$ cat src/rtl/smc_intadd_pkg.sv
// smc_intadd_pkg: mode codes and the stage-2 clamp/overflow function shared by the int-add slice.
package smc_intadd_pkg;

    localparam logic [1:0] MODE_WRAP   = 2'b00;
    localparam logic [1:0] MODE_SAT    = 2'b01;
    localparam logic [1:0] MODE_LEGACY = 2'b10;

    // Widest element the clamp function handles; callers pass their real width in e.
    localparam int MAX_W = 64;

    typedef struct packed {
        logic             ovf;
        logic [MAX_W-1:0] r;
    } sat_res_t;

    function automatic sat_res_t sat_clip(input logic signed [MAX_W+1:0] s, input logic dom_signed,
                                          input logic [1:0] mode, input int e);
        logic signed [MAX_W+1:0] one, smin, hi, lo, mask, clamped, pick;
        sat_res_t res;
        one     = 1;
        smin    = -(one <<< (e - 1));
        hi      = dom_signed ? (one <<< (e - 1)) - one : (one <<< e) - one;
        lo      = dom_signed ? smin : '0;
        mask    = (one <<< e) - one;
        clamped = (s > hi) ? hi : (s < lo) ? lo : s;
        // s below the signed minimum is only reachable when both operands are negative
        pick    = (mode == MODE_SAT) ? clamped :
                  (mode == MODE_LEGACY && s < smin) ? -one : s;
        res.ovf = (s > hi) || (s < lo);
        res.r   = MAX_W'(pick & mask);
        return res;
    endfunction

endpackage

$ cat src/rtl/smc_intadd_lane.sv
// smc_intadd_lane: extends one lane's half-width A and full-width B and adds them at ELEM_W+2 bits.
module smc_intadd_lane #(
    parameter int ELEM_W = 8
) (
    input  logic [ELEM_W/2-1:0]     a,
    input  logic [ELEM_W-1:0]       b,
    input  logic                    sign_a,
    input  logic                    sign_b,
    output logic signed [ELEM_W+1:0] sum
);
    localparam int HALF_W = ELEM_W / 2;

    logic signed [ELEM_W+1:0] ax, bx;

    assign ax  = {{(ELEM_W + 2 - HALF_W){sign_a & a[HALF_W-1]}}, a};
    assign bx  = {{2{sign_b & b[ELEM_W-1]}}, b};
    assign sum = ax + bx;

endmodule

$ cat src/rtl/smc_intadd_pipe.sv
// smc_intadd_pipe: two-stage valid/ready SIMD adder (half-width A + full-width B per lane)
// with wrap/saturate/legacy result modes and per-lane sticky overflow flags.
module smc_intadd_pipe
    import smc_intadd_pkg::*;
#(
    parameter int DATA_W = 128,
    parameter int ELEM_W = 8
) (
    input  logic                         clk,
    input  logic                         rst_n,
    input  logic                         in_valid,
    output logic                         in_ready,
    input  logic [DATA_W-1:0]            src0,
    input  logic [DATA_W-1:0]            src1,
    input  logic [DATA_W-1:0]            src2,
    input  logic                         sign_s0,
    input  logic                         sign_s1,
    input  logic                         sign_s2,
    input  logic [1:0]                   mode,
    output logic                         out_valid,
    input  logic                         out_ready,
    output logic [DATA_W-1:0]            dst0,
    output logic [DATA_W-1:0]            dst1,
    output logic [DATA_W/(ELEM_W/2)-1:0] ovf,
    output logic [DATA_W/(ELEM_W/2)-1:0] ovf_sticky,
    input  logic                         sticky_clr
);
    localparam int HALF_W = ELEM_W / 2;
    localparam int LANES  = DATA_W / HALF_W;

    logic                     s1_valid, s2_valid, s1_dom, s2_free, s2_load;
    logic [1:0]               s1_mode;
    logic signed [ELEM_W+1:0] sum    [LANES];
    logic signed [ELEM_W+1:0] s1_sum [LANES];
    logic [DATA_W-1:0]        r_lo, r_hi;
    logic [LANES-1:0]         ovf_new;
    logic                     unused_sign_s1;

    assign unused_sign_s1 = sign_s1;
    assign s2_free        = !s2_valid | out_ready;
    assign s2_load        = s1_valid & s2_free;
    assign in_ready       = !s1_valid | s2_free;
    assign out_valid      = s2_valid;

    for (genvar i = 0; i < LANES; i++) begin : g_lane
        sat_res_t res;
        logic     unused_hi;
        smc_intadd_lane #(.ELEM_W(ELEM_W)) u_lane (
            .a      (src0[i*HALF_W +: HALF_W]),
            .b      ({src2[i*HALF_W +: HALF_W], src1[i*HALF_W +: HALF_W]}),
            .sign_a (sign_s0),
            .sign_b (sign_s2),
            .sum    (sum[i])
        );
        assign res                       = sat_clip((MAX_W + 2)'(s1_sum[i]), s1_dom, s1_mode, ELEM_W);
        assign r_lo[i*HALF_W +: HALF_W]  = res.r[HALF_W-1:0];
        assign r_hi[i*HALF_W +: HALF_W]  = res.r[ELEM_W-1:HALF_W];
        assign ovf_new[i]                = res.ovf;
        assign unused_hi                 = ^res.r[MAX_W-1:ELEM_W];
    end

    always_ff @(posedge clk or negedge rst_n) begin
        if (!rst_n) begin
            s1_valid <= 1'b0;
            s1_dom   <= 1'b0;
            s1_mode  <= MODE_WRAP;
            for (int i = 0; i < LANES; i++) s1_sum[i] <= '0;
        end else if (in_ready) begin
            s1_valid <= in_valid;
            if (in_valid) begin
                s1_sum  <= sum;
                s1_dom  <= sign_s0 | sign_s2;
                s1_mode <= mode;
            end
        end
    end

    // A clear coinciding with a load still keeps the flags that load raises.
    always_ff @(posedge clk or negedge rst_n) begin
        if (!rst_n) begin
            s2_valid   <= 1'b0;
            dst0       <= '0;
            dst1       <= '0;
            ovf        <= '0;
            ovf_sticky <= '0;
        end else begin
            if (s2_free) s2_valid <= s1_valid;
            if (s2_load) begin
                dst0       <= r_lo;
                dst1       <= r_hi;
                ovf        <= ovf_new;
                ovf_sticky <= (sticky_clr ? '0 : ovf_sticky) | ovf_new;
            end else if (sticky_clr) begin
                ovf_sticky <= '0;
            end
        end
    end

endmodule

$ cat config.mk
export PLATFORM = sky130hd
export DESIGN_NAME = smc_intadd_pipe
export DESIGN_NICKNAME = d
export VERILOG_FILES = /design/src/rtl/smc_intadd_pkg.sv /design/src/rtl/smc_intadd_lane.sv /design/src/rtl/smc_intadd_pipe.sv
export SDC_FILE = /design/constraint.sdc
export NUM_CORES = 2
export LEC_CHECK = 0
export ABC_CLOCK_PERIOD_IN_PS = 12000
export BUFFER_PORTS_ARGS = -buffer_cell sky130_fd_sc_hd__clkbuf_2
export CORE_UTILIZATION = 35
export CTS_BUF_LIST = sky130_fd_sc_hd__clkbuf_4 sky130_fd_sc_hd__clkbuf_8 sky130_fd_sc_hd__clkbuf_16
export CTS_CLUSTER_SIZE = 20
export DETAILED_ROUTE_END_ITERATION = 12
export GPL_TIMING_DRIVEN = 0
export SLEW_MARGIN = 30
export SYNTH_ARGS = -nofsm -noshare
export SYNTH_HDL_FRONTEND = slang
export SYNTH_SLANG_ARGS = --single-unit
$ cat constraint.sdc
create_clock -name clk -period 12 [get_ports clk]
set_input_delay 2.4 -clock clk [delete_from_list [all_inputs] [get_ports clk]]
set_output_delay 2.4 -clock clk [all_outputs]
set_load 0.01 [all_outputs]
### Word level (Yosys, flattened, before mapping)

Index checks and enable logic that the tools add are counted.

| cells by class | value |
|---|---|
| add/subtract/negate cells | 32 |
| magnitude comparators | 96 |
| eq/ne operators | 2 |
| multiplexer cells | 132 |
| bitwise operators | 69 |
| reductions and logical operators | 67 |

Operator list:

| kind | count |
|---|---|
| 10-bit by 66-bit < comparator with 1-bit output | 32 |
| 8-bit two-way mux | 129 |
| 5-bit by 9-bit adder with 10-bit output | 32 |
| 10-bit by 9-bit > comparator with 1-bit output | 32 |
| 10-bit by 8-bit < comparator with 1-bit output, second input constant | 32 |
| 66-bit two-way mux | 1 |
| 1-bit bitwise AND | 65 |
| 32-bit two-way mux | 2 |
| 1-bit logical AND | 32 |
| 1-bit logical OR | 32 |
| 32-bit OR | 1 |
| 1-bit OR | 3 |
| 2-bit by 1-bit == test with 1-bit output, second input constant | 1 |
| 2-bit == test, second input constant | 1 |
| 1-bit zero test | 2 |
| 2-bit AND reduction | 1 |

| storage, ports and cells | value |
|---|---|
| flip-flop bits (word level) | 645 |
| bits of input ports | 394 |
| output and inout bits | 322 |
| word-level logic and storage cells | 438 |

### Logic depth before layout (Yosys ltp)

| depth | value |
|---|---|
| depth after elaboration | 5 |
| mapped depth | 9 |
| gate-level depth less buffers | 8 |

### Cells and area by module

A second synthesis with hierarchy kept.

| unflattened totals | value |
|---|---|
| cell total of the unflattened synthesis | 4,237 |
| area total of the unflattened synthesis | 41,557.4 um^2 |

Modules (own cells, without submodules):

| module | times used | cells each | area each (um^2) | sequential area each (um^2) |
|---|---|---|---|---|
| smc_intadd_pipe | 1 | 2,637 | 30,066.3 | 16,140.5 |
| smc_intadd_lane | 32 | 50 | 359.1 | 0.0 |

### Least setup slack after synthesis

Ideal clock, no wire load.

| timing | value |
|---|---|
| path type | input to output |
| from | input port out_ready |
| to | output port in_ready |
| arrival time | 2,642 ps |
| data required time | 9,600 ps |
| path slack | 6,958 ps |
| cell stages on the path | 1 |
| buffers on the path | 0 |
| cells stage by stage | nand3b_2 |

| on the way | value |
|---|---|
| cells in the longest elaborated chain, start to end | 2 |

RTL lines:

| what | RTL line | RTL |
|---|---|---|
| start: declaration | smc_intadd_pipe.sv:21 | `input logic out_ready,` |
| 1-bit OR | smc_intadd_pipe.sv:40 | `assign s2_free = !s2_valid \| out_ready;` |
| 1-bit OR | smc_intadd_pipe.sv:42 | `assign in_ready = !s1_valid \| s2_free;` |
| end: declaration | smc_intadd_pipe.sv:12 | `output logic in_ready,` |

Every way passes these cells.

### Worst setup path in the final report

Ends and elaborated chain as after synthesis.

==> flow_summary.ini <==
[finish]
final_nets = 6485
layout-drive-gt1-share_pct = 18.59
final_cells = 7344
fill_cells = 12040
area_delta_synth_final_pct = 21.16

[sta]
worstMarginPinSlew_ns = 1.013
fmax_mhz = 188.1
min_period_ns = 5.315
min_period_over_period_pct = 44.29
fin_ws_ns = 6.685
finalMaxSlewViolations = 0
finalHoldViolCount = 0
setup_viol = 0
fin_skew_ns = 0.02504
rsz0062_at_grt = no
whs_ns = 0.4768
slew_headroom_pct = 32.45
setup_tns_ns = 0

[logic_synthesis]
yosys.cell_count.top_type = nand2_1
yosys_warnings = 0
ys_types = 66
synth_largest_area_cell = dfrtp_1
syn_area_sq_um = 42430
avgSynthCellArea_sq_um = 8.785
synth_common_cells = nand2_1, dfrtp_1, a21oi_1
async_flop_share_pct = 100.0
synth_edf_count = 0
synthTopCellsByArea = dfrtp_1, ha_1, nand2_1
ys_seq_elements = 645
yosysSeqAreaShare_pct = 38.04
synth_nets = 5672
postSynthCellCount = 4830
synth_top_area_share_pct = 38.04
ys.flop_type = dfrtp_1

[route]
wire_per_inst_um = 24.72
wl_met1_mm = 74.96
vias = 41140
routed.top_layer = met5
drt_iter0_drc = 3500
dr_wl_met3_mm = 15.14
firstDrtPassIters = 9
post-route-drc-count = 0
postRouteWirelength_mm = 181.6
drtAntennaViolNets = 0
vias_per_cell = 5.601
wl_met2_mm = 83.64

[floorplan]
die_h_um = 350.2
num_rows = 127
coreArea_sq_um = 120100
dieArea_sq_um = 122600
io_pins = 716
fp.dieW_um = 350.2
initial_core_util_pct = 35.32

[critical_path]
cp-start-kind = input port
critPathArrivalTime_ns = 2.92
worstRegToRegCells = 9
endpoint_kind = primary output
critPathKind = input port to primary output
crit_path_max_incr_delay_ns = 0.26
cp_cell_sequence = clkbuf_2 > nand3b_2 > clkbuf_2
slowest_stage = nand3b_2
crit_fanout = 4
path_common_cell = clkbuf_2
required_ns = 9.60

[power_and_ir_drop]
total_power_mw = 8.899
p_per_area_nw_per_um2 = 173.1
p_leak_nw = 24.38
ir_drop_uv = 117.2

[clock_network]
cts_setup_buffers = 0
cts_buffers = 84
root_buffer = clkbuf_16
cts_max_level = 3
clk_path_buf_depth = 3
cts.repair.resized = 0
cts_num_sinks = 645
insertion_delay_ns = 0.67
clk_pin_slew_worst_paths_ns = 0.06
cts_hold_buf = 0
cts_tree = built

[placement]
dp_hpwl_mm = 136.3
gp_congestion = 0.9308
numPortBuffers = 714
dp.cells = 7169
pre_cts_ws_ns = 6.692

[global_routing]
grt_pass1_wl_mm = 261.1
overflow = 0
grt_max_degree = 77
grt_pass1_vias = 39700
antenna_found_initial = 36
grt_usage_pct = 28.97

[outcome]
status = completed

[min_path]
hold_path_class = register to register
holdPathStages = 2

[job]
drv_cap = 0
[cell usage in the layout, fill, tap and decap left out, drive strengths merged, types with 32 or more instances in the layout]
cell and count:
clkbuf 882, nand2 664, dfrtp 645, a21oi 439
ha 416, nor2 352, o21ai 349, inv 321
a211oi 148, nor3 127, o21a 121, buf 121
nand3 85, a21o 84, xor2 71, nor2b 68
o31ai 68, and2 66, o31a 50, nor4 44
a2111oi 44, nand3b 38, o211ai 36, a31oi 36
nand4b 33, nand4 32, fa 32
[kinds of logic after synthesis]
logic type      after synthesis  share of synthesized area [%]
simple gates               1630                          18.01
compound gates             1522                          23.34
flops                       645                          38.04
buf+inv                     485                          4.721
fa+ha+maj                   448                          13.78
xor+xnor                     92                          1.899
mux                           8                         0.2094
[metrics by stage]
step                      cell area, sq um  util (%)
after global routing                 51390     42.78
after detailed placement             48400     40.29
after floorplan                      42430         -
final                                51410     42.79
after CTS                            51360     42.75
after global placement               48020     39.97
[report_power, final]
group	total [mW]	switching, mW	internal [mW]	leakage, nW
Clock	2.73	1.09	1.64	1.48
Sequential	3.24	0.484	2.75	7.60
Combinational	2.93	1.85	1.08	15.3
Total	8.90	3.43	5.47	24.4
[layer usage]
metal	vias to the layer above	GRT usage, %
met5	-	0
met4	18	12.35
met3	357	6.616
met2	1612	47.17
met1	20120	36.70
li1	19030	-
[worst max-delay path, delay by kind of cell]
kind,cells,cell delay (ns)
and+or+nand+nor,1,0.26
buffers and inverters,2,0.25
[flip-flops by register name, summed over array words and instances (netlist names)]
register and cells:
s1_sum 320, ovf_sticky 32, s1_mode 2, dst0 128, out_valid 1, s1_valid 1, ovf 32, s1_dom 1
dst1 128
[path summary, 6_finish.rpt]
check                                    startpoint  slack, ns                       end
worst max register to register   s1_dom$_DFFE_PN0P_       8.14  ovf_sticky[13]$_DFF_PN0_
worst max-delay path                      out_ready       6.68                  in_ready
worst min-delay path            ovf[28]$_DFFE_PN0P_       0.48       ovf[28]$_DFFE_PN0P_
worst min register to register  ovf[28]$_DFFE_PN0P_       0.48       ovf[28]$_DFFE_PN0P_
max in group asynchronous                     rst_n       8.50      dst0[80]$_DFFE_PN0P_
min in group asynchronous                     rst_n       1.69      dst1[12]$_DFFE_PN0P_
[final cells by class]
class                           instances  area (sq um)  area share [%]
Multi-Input combinational cell       3700         24290           47.24
Sequential cell                       645         16140           31.40
Timing Repair Buffer                  727          3924           7.632
Clock buffer                          109          2417           4.702
Tap cell                             1612          2017           3.923
Inverter                              318          1199           2.332
Buffer                                167         832.0           1.618
Clock inverter                         47         543.0           1.056
Antenna cell                           19         47.55         0.09248
No activity file was read; power rests on OpenSTA's default activity.
